[config.mk]
export PLATFORM = sky130hd
export DESIGN_NAME = wb_arbiter_flat
export DESIGN_NICKNAME = d
export VERILOG_FILES = /design/src/rtl/wb_arbiter_if.sv /design/src/rtl/wb_arbiter.sv /design/src/flat_wrapper.sv
export SDC_FILE = /design/constraint.sdc
export NUM_CORES = 1
export LEC_CHECK = 0
export BUFFER_PORTS_ARGS = -buffer_cell sky130_fd_sc_hd__buf_4
export CAP_MARGIN = 25
export CORE_MARGIN = 2
export CORE_UTILIZATION = 45
export DETAILED_ROUTE_END_ITERATION = 8
export GPL_TIMING_DRIVEN = 0
export PLACE_DENSITY = 0.77
export SLEW_MARGIN = 20
export SYNTH_ARGS = -nofsm -noshare
export SYNTH_HDL_FRONTEND = slang
export SYNTH_SLANG_ARGS = --single-unit
[constraint.sdc]
create_clock -name CLK -period 2.6 [get_ports CLK]
set_clock_uncertainty 0.2 [all_clocks]
set_input_delay 0.26 -clock CLK [delete_from_list [all_inputs] [get_ports CLK]]
set_output_delay 0.26 -clock CLK [all_outputs]
set_load 0.005 [all_outputs]
[src/rtl/wb_arbiter_if.sv]
// Write-back arbiter bus: two write-back requesters, load issue tracking,
// decode hazard query and the register-file write port.
interface wb_arbiter_if #(
   parameter int ADDR_WIDTH = 5,
   parameter int DATA_WIDTH = 32
);
   logic                      ALU_VALID;
   logic [ADDR_WIDTH-1:0]     ALU_RD;
   logic [DATA_WIDTH-1:0]     ALU_DATA;
   logic                      ALU_READY;
   logic                      MEM_VALID;
   logic [ADDR_WIDTH-1:0]     MEM_RD;
   logic [DATA_WIDTH-1:0]     MEM_DATA;
   logic                      MEM_READY;
   logic                      ISSUE_VALID;
   logic [ADDR_WIDTH-1:0]     ISSUE_RD;
   logic [ADDR_WIDTH-1:0]     RS1_SEL;
   logic [ADDR_WIDTH-1:0]     RS2_SEL;
   logic                      HAZARD;
   logic                      WEN;
   logic [ADDR_WIDTH-1:0]     RD_SEL;
   logic [DATA_WIDTH-1:0]     WB_DATA;
   logic [2**ADDR_WIDTH-1:0]  PENDING;

   modport slave (
      input  ALU_VALID, ALU_RD, ALU_DATA, MEM_VALID, MEM_RD, MEM_DATA,
             ISSUE_VALID, ISSUE_RD, RS1_SEL, RS2_SEL,
      output ALU_READY, MEM_READY, HAZARD, WEN, RD_SEL, WB_DATA, PENDING
   );

   modport master (
      output ALU_VALID, ALU_RD, ALU_DATA, MEM_VALID, MEM_RD, MEM_DATA,
             ISSUE_VALID, ISSUE_RD, RS1_SEL, RS2_SEL,
      input  ALU_READY, MEM_READY, HAZARD, WEN, RD_SEL, WB_DATA, PENDING
   );
endinterface

[src/rtl/wb_arbiter.sv]
// Write-back arbiter: picks ALU or load result for the single register-file
// write port, tracks outstanding loads and flags decode-stage hazards.
//
// state     | meaning
// GRANT_ALU | last transfer went to the ALU; MEM wins the next contention
// GRANT_MEM | last transfer went to MEM (also reset); ALU wins next contention
module wb_arbiter #(
   parameter int ADDR_WIDTH   = 5,
   parameter int DATA_WIDTH   = 32,
   parameter int MEM_PRIORITY = 0
) (
   input logic          CLK,
   input logic          RESET,
   wb_arbiter_if.slave  bus
);
   localparam int NREG = 2**ADDR_WIDTH;

   typedef enum logic {GRANT_ALU = 1'b0, GRANT_MEM = 1'b1} grant_t;

   grant_t                 last_grant, last_grant_nxt;
   logic                   alu_ready, mem_ready;
   logic                   wen_q;
   logic [ADDR_WIDTH-1:0]  rd_sel_q;
   logic [DATA_WIDTH-1:0]  wb_data_q;
   logic [NREG-1:0]        pending_q, pending_nxt;
   logic                   hz1, hz2;

   always_ff @(posedge CLK or negedge RESET) begin
      if (!RESET) last_grant <= GRANT_MEM;
      else        last_grant <= last_grant_nxt;
   end

   // READY already implies VALID, so READY doubles as the transfer strobe.
   always_comb begin
      alu_ready      = 1'b0;
      mem_ready      = 1'b0;
      last_grant_nxt = last_grant;
      if (RESET) begin
         if (bus.ALU_VALID && bus.MEM_VALID) begin
            if (MEM_PRIORITY != 0 || last_grant == GRANT_ALU) mem_ready = 1'b1;
            else                                               alu_ready = 1'b1;
         end else begin
            alu_ready = bus.ALU_VALID;
            mem_ready = bus.MEM_VALID;
         end
      end
      if (alu_ready)      last_grant_nxt = GRANT_ALU;
      else if (mem_ready) last_grant_nxt = GRANT_MEM;
   end

   always_ff @(posedge CLK or negedge RESET) begin
      if (!RESET) begin
         wen_q     <= 1'b0;
         rd_sel_q  <= '0;
         wb_data_q <= '0;
      end else if (alu_ready) begin
         wen_q     <= |bus.ALU_RD;
         rd_sel_q  <= bus.ALU_RD;
         wb_data_q <= bus.ALU_DATA;
      end else if (mem_ready) begin
         wen_q     <= |bus.MEM_RD;
         rd_sel_q  <= bus.MEM_RD;
         wb_data_q <= bus.MEM_DATA;
      end else begin
         wen_q     <= 1'b0;
      end
   end

   // Issue is applied after the load clear so a same-edge set wins.
   always_comb begin
      pending_nxt = pending_q;
      if (mem_ready) pending_nxt[bus.MEM_RD] = 1'b0;
      if (bus.ISSUE_VALID && (bus.ISSUE_RD != '0)) pending_nxt[bus.ISSUE_RD] = 1'b1;
      pending_nxt[0] = 1'b0;
   end

   always_ff @(posedge CLK or negedge RESET) begin
      if (!RESET) pending_q <= '0;
      else        pending_q <= pending_nxt;
   end

   assign hz1 = (bus.RS1_SEL != '0) &&
                (pending_q[bus.RS1_SEL] || (wen_q && rd_sel_q == bus.RS1_SEL));
   assign hz2 = (bus.RS2_SEL != '0) &&
                (pending_q[bus.RS2_SEL] || (wen_q && rd_sel_q == bus.RS2_SEL));

   assign bus.ALU_READY = alu_ready;
   assign bus.MEM_READY = mem_ready;
   assign bus.HAZARD    = hz1 || hz2;
   assign bus.WEN       = wen_q;
   assign bus.RD_SEL    = rd_sel_q;
   assign bus.WB_DATA   = wb_data_q;
   assign bus.PENDING   = pending_q;
endmodule

[src/flat_wrapper.sv]
// flat-port wrapper written by rule: the top's interface ports become plain ports
module wb_arbiter_flat 
#(
   parameter int ADDR_WIDTH   = 5,
   parameter int DATA_WIDTH   = 32,
   parameter int MEM_PRIORITY = 0
)
  (CLK, RESET, bus_ALU_VALID, bus_ALU_RD, bus_ALU_DATA, bus_MEM_VALID, bus_MEM_RD, bus_MEM_DATA, bus_ISSUE_VALID, bus_ISSUE_RD, bus_RS1_SEL, bus_RS2_SEL, bus_ALU_READY, bus_MEM_READY, bus_HAZARD, bus_WEN, bus_RD_SEL, bus_WB_DATA, bus_PENDING);
  wb_arbiter_if #(.ADDR_WIDTH(ADDR_WIDTH), .DATA_WIDTH(DATA_WIDTH)) bus_i ();
  input logic CLK;
  input logic RESET;
  input wire logic [$bits(bus_i.ALU_VALID)-1:0] bus_ALU_VALID;
  input wire logic [$bits(bus_i.ALU_RD)-1:0] bus_ALU_RD;
  input wire logic [$bits(bus_i.ALU_DATA)-1:0] bus_ALU_DATA;
  input wire logic [$bits(bus_i.MEM_VALID)-1:0] bus_MEM_VALID;
  input wire logic [$bits(bus_i.MEM_RD)-1:0] bus_MEM_RD;
  input wire logic [$bits(bus_i.MEM_DATA)-1:0] bus_MEM_DATA;
  input wire logic [$bits(bus_i.ISSUE_VALID)-1:0] bus_ISSUE_VALID;
  input wire logic [$bits(bus_i.ISSUE_RD)-1:0] bus_ISSUE_RD;
  input wire logic [$bits(bus_i.RS1_SEL)-1:0] bus_RS1_SEL;
  input wire logic [$bits(bus_i.RS2_SEL)-1:0] bus_RS2_SEL;
  output wire logic [$bits(bus_i.ALU_READY)-1:0] bus_ALU_READY;
  output wire logic [$bits(bus_i.MEM_READY)-1:0] bus_MEM_READY;
  output wire logic [$bits(bus_i.HAZARD)-1:0] bus_HAZARD;
  output wire logic [$bits(bus_i.WEN)-1:0] bus_WEN;
  output wire logic [$bits(bus_i.RD_SEL)-1:0] bus_RD_SEL;
  output wire logic [$bits(bus_i.WB_DATA)-1:0] bus_WB_DATA;
  output wire logic [$bits(bus_i.PENDING)-1:0] bus_PENDING;
  assign bus_i.ALU_VALID = bus_ALU_VALID;
  assign bus_i.ALU_RD = bus_ALU_RD;
  assign bus_i.ALU_DATA = bus_ALU_DATA;
  assign bus_i.MEM_VALID = bus_MEM_VALID;
  assign bus_i.MEM_RD = bus_MEM_RD;
  assign bus_i.MEM_DATA = bus_MEM_DATA;
  assign bus_i.ISSUE_VALID = bus_ISSUE_VALID;
  assign bus_i.ISSUE_RD = bus_ISSUE_RD;
  assign bus_i.RS1_SEL = bus_RS1_SEL;
  assign bus_i.RS2_SEL = bus_RS2_SEL;
  assign bus_ALU_READY = bus_i.ALU_READY;
  assign bus_MEM_READY = bus_i.MEM_READY;
  assign bus_HAZARD = bus_i.HAZARD;
  assign bus_WEN = bus_i.WEN;
  assign bus_RD_SEL = bus_i.RD_SEL;
  assign bus_WB_DATA = bus_i.WB_DATA;
  assign bus_PENDING = bus_i.PENDING;
  wb_arbiter #(.ADDR_WIDTH(ADDR_WIDTH), .DATA_WIDTH(DATA_WIDTH), .MEM_PRIORITY(MEM_PRIORITY)) u_core (.CLK(CLK), .RESET(RESET), .bus(bus_i));
endmodule
==> summary by stage <==
Global routing
The overall track demand over capacity in global routing is 33.0%. The via count of the first global-routing pass was 4258. The overall overflow remaining after global route is 0.

The initial antenna violation count is 0. Entering global routing, the biggest net connects 74 pins. The first global-routing pass estimated 22100 um of wire.

Power
VDD sags by at most 0.000387 V. Cell internal power was estimated by the tool at 2450 uW. The analysis attributes to net switching a power of 1180 uW. Per report_power, the sequential group accounts for 42.8% of the total. The power density over the cells is 615 mW/mm2. The clock network power share is 24.4%. The total leakage power is 0.00282 uW. Combinational logic is responsible for 32.8% of the overall power. The net switching share of the total power is 32.5%.

Placed design
At the end of routability-driven placement, the weighted congestion stood at 0.907. The post-DP HPWL is 9190 um. Summing all placed instances gives a cell area of 0.00500 mm2. Buffers placed on the I/O ports in this run total 155. The post-placement cell count is 617.

Flow run
Max-cap violations in this run came to 0.

Yosys
For this run, asynchronously set or reset flops after synthesis account for 100%. After synthesis the cells add up to 0.00371 mm2. After synthesis, the mean cell area works out to 10.4 um2. The portion of synthesized cell area occupied by the leading cell type is 46.6%. The most used flip-flop cell after synthesis is dfrtp_1. The count of synthesis-stage warnings from yosys is 0. The register bit count reported by yosys is 70.

The largest area contributor in the netlist is dfrtp_1. After synthesis, the most frequently instantiated cells are dfrtp_1, o21ai_0, inv_1, a222oi_1, nand2_1. Synthesis produced 357 cells. The count of unique library cells instantiated by Yosys is 45.

The number of enable flip-flop cells after synthesis is 0. By area the synthesized netlist is led by dfrtp_1, a222oi_1, o21ai_0, mux4_1, inv_1. The share of the Yosys chip area taken by registers is 47.3%. The number of nets in the synthesized netlist is 451. The most common cell in the synthesized netlist is dfrtp_1.

Floorplan
The area enclosed by the die boundary is 0.00898 mm2. From bottom edge to top edge, the die measures 94.8 um. After floorplanning, the core was divided into 33 placement rows. The core area is 0.00809 mm2.

The top-level port count is 167. The initial core utilization is 45.8%. From left edge to right edge, the die measures 94.8 um.

Setup path
The worst setup path is of the reg2out kind. The critical path's top delay family is multiplexers. For this design, the slowest cell found on the critical path is mux4_1. Data on the critical path arrives at its endpoint at 2.03 ns. STA classifies the critical path endpoint as an output port.

The peak per-stage delay on the critical path is 0.58 ns. STA classifies the critical path startpoint as a flip-flop. The number of buffers and inverters on the critical path is 1. The signal on the critical path passes through mux4_1, nand3_1, o211ai_1, o22ai_1, o32ai_1, buf_4.

STA puts the critical path data required time at 2.14 ns. The highest net fanout along the worst path is 4.

Clock network
The root buffer cell chosen for the clock tree is clkbuf_8. The TritonCTS clock tree is yes. The number of levels the H-tree was split into is 3. The hold-fix buffer count after cts is 71. After clock tree synthesis, the clock-pin slew on the worst setup and hold paths is 0.08 ns. TritonCTS created 9 clock buffers.

The count of buffers added by post-CTS timing repair for setup is 0. The number of sinks on the clock net is 70. At the later pin of the worst-skew pair, clock insertion delay measures 0.34 ns.

Counting along the longest clock path gives a buffer depth of 2.

Drt
The detail-routed net length per standard cell is 21.0 um. The number of antenna-violating nets in the routed design is 0. The via density per instance is 6.04. For this block, the routed nets add up to 14800 um of wire. The detailed-route via count is 4260.

For this run, design rule violations remaining after detail routing come to 0. The number of search-and-repair iterations in the first detailed-routing pass is 6. After the first detailed-routing iteration, the DRC count stood at 557.

Finish
The post-route core utilization is 73.0%. Compared with the post-synthesis result, the final layout area differs by 59.4%. The net count reported at finish is 688. The number of standard cells in the layout, taps in and fillers out is 705. The post-layout instance area is 0.00591 mm2. The post-route netlist has 32.2% of its cells at a drive strength greater than 1.

STA
The maximum clock rate is 0.402 GHz. The post-route fraction of the period consumed by the critical path is 95.6%. The pin slew with the least headroom to its limit is 0.674 ns.

Setup violations remaining at the end of the flow were counted as 0. The final total negative setup slack is 0 ns. Setup repair after global routing left no endpoint under its margin. The number of hold violations in the final report is 69. Measured against its own limit, the worst slew margin works out to 55.1%. The number of max-slew violations in the final report is 0.

Subtracting the final worst setup slack from the clock period gives 2.49 ns. The hold slack is -0.304 ns.

Outcome
The flow ran to the end, but the final reports show violations. The final reports fail on negative hold slack.

Min path
The worst hold path belongs to the class in2async.
==> power by group through the flow <==
| stage | Sequential, uW | Clock (uW) | Combinational (uW) |
|---|---|---|---|
| after floorplan | 1500 | 0 | 451 |
| after detailed placement | 1550 | 0 | 1050 |
| after CTS | 1530 | 880 | 1160 |
| final | 1550 | 887 | 1190 |
| after global placement | 1540 | 0 | 1030 |
| after global routing | 1570 | 924 | 1290 |
==> cells by family after synthesis <==
logic type,after synthesis,share of synthesized area (%)
multiplexers,20,10.9
flip-flops,70,47.3
other,1,0.101
AND/OR/NAND/NOR,73,10.2
buffers and inverters,70,8.13
AO/OA/AOI/OAI,113,21.0
XOR/XNOR,10,2.36
==> repair_timing <==
item,in CTS,in global routing
endpoints found under the hold margin,106,69
resized for setup,0,2
endpoints found under the setup margin,0,9
==> worst register-to-register path, stage by stage, from the launching register on <==
cell and delay (ns):
dfstp_2 0.55, inv_1 0.04, a21oi_1 0.22, clkbuf_1 0.44
a222oi_1 0.19, dlygate4sd3_1 0.61, inv_1 0.06
==> final timing paths <==
kind | from | to | slack, ns | cells after the start
hold reg to reg | u_core.bus.WB_DATA[9] | u_core.bus.WB_DATA[9] | 0.31 | 2
max in group asynchronous | RESET | u_core.bus.PENDING[3] | 1.99 | 1
hold / removal | RESET | u_core.bus.PENDING[12] | -0.30 | 1
setup / recovery | u_core.bus.PENDING[27] | bus_HAZARD | 0.11 | 6
min in group CLK | bus_ISSUE_RD[2] | u_core.bus.PENDING[15] | 0.01 | 3
setup reg to reg | u_core.last_grant | u_core.bus.WB_DATA[29] | 0.26 | 6
==> sequential cells by signal, indices dropped and copies added, names as in the netlist <==
name / cells
u_core.bus.WB_DATA: 32
u_core.bus.PENDING: 31
u_core.bus.WEN: 1
u_core.last_grant: 1
u_core.bus.RD_SEL: 5
==> layout make-up <==
class | count | area (um2)
sequential | 70 | 1750
tap | 105 | 131
fill | 572 | 2180
buffer | 25 | 133
clock buffer | 10 | 128
timing repair buffer | 226 | 1880
clock inverter | 6 | 62.6
antenna | 1 | 2.50
inverter | 45 | 169
multi-input combinational | 217 | 1650
==> through the flow <==
step / total power [uW] / setup WS [ns] / hold WS (ns)
after floorplan: 1950 / 0.769 / -0.236
after global placement: 2560 / 0.0846 / 0.234
after detailed placement: 2600 / 0.00262 / 0.248
after CTS: 3580 / 0.00192 / -0.126
after global routing: 3790 / 0.0107 / -0.242
final: 3630 / 0.114 / -0.304
==> cells in the final DEF, fill, tap and decap left out, drive strengths merged, types with 2 or more instances in the layout <==
| cell type | n |
|---|---|
| buf | 164 |
| dlygate4sd3 | 71 |
| dfrtp | 69 |
| o21ai | 62 |
| inv | 45 |
| a222oi | 36 |
| nand2 | 26 |
| clkbuf | 26 |
| mux4 | 14 |
| nor2 | 10 |
| nand3 | 7 |
| nand3b | 6 |
| xnor2 | 6 |
| mux2i | 5 |
| clkinv | 5 |
| nand2b | 4 |
| xor2 | 4 |
| o31ai | 3 |
| nor4 | 3 |
| nor3b | 3 |
| or3 | 2 |
| nor3 | 2 |
| nor2b | 2 |
| nand4 | 2 |
| or2 | 2 |
| a21oi | 2 |
| a31oi | 2 |
==> per-layer routing <==
metal	part of all wire [%]	up-vias	routed length, um	global-route usage [%]
met5	0	-	0	0
li1	-	1818	-	-
met3	9.4	60	1400	8.46
met1	36	2068	5280	40.6
met2	50	314	7410	52.9
met4	4.9	0	729	18.1
(Power assumes the default switching activity.)
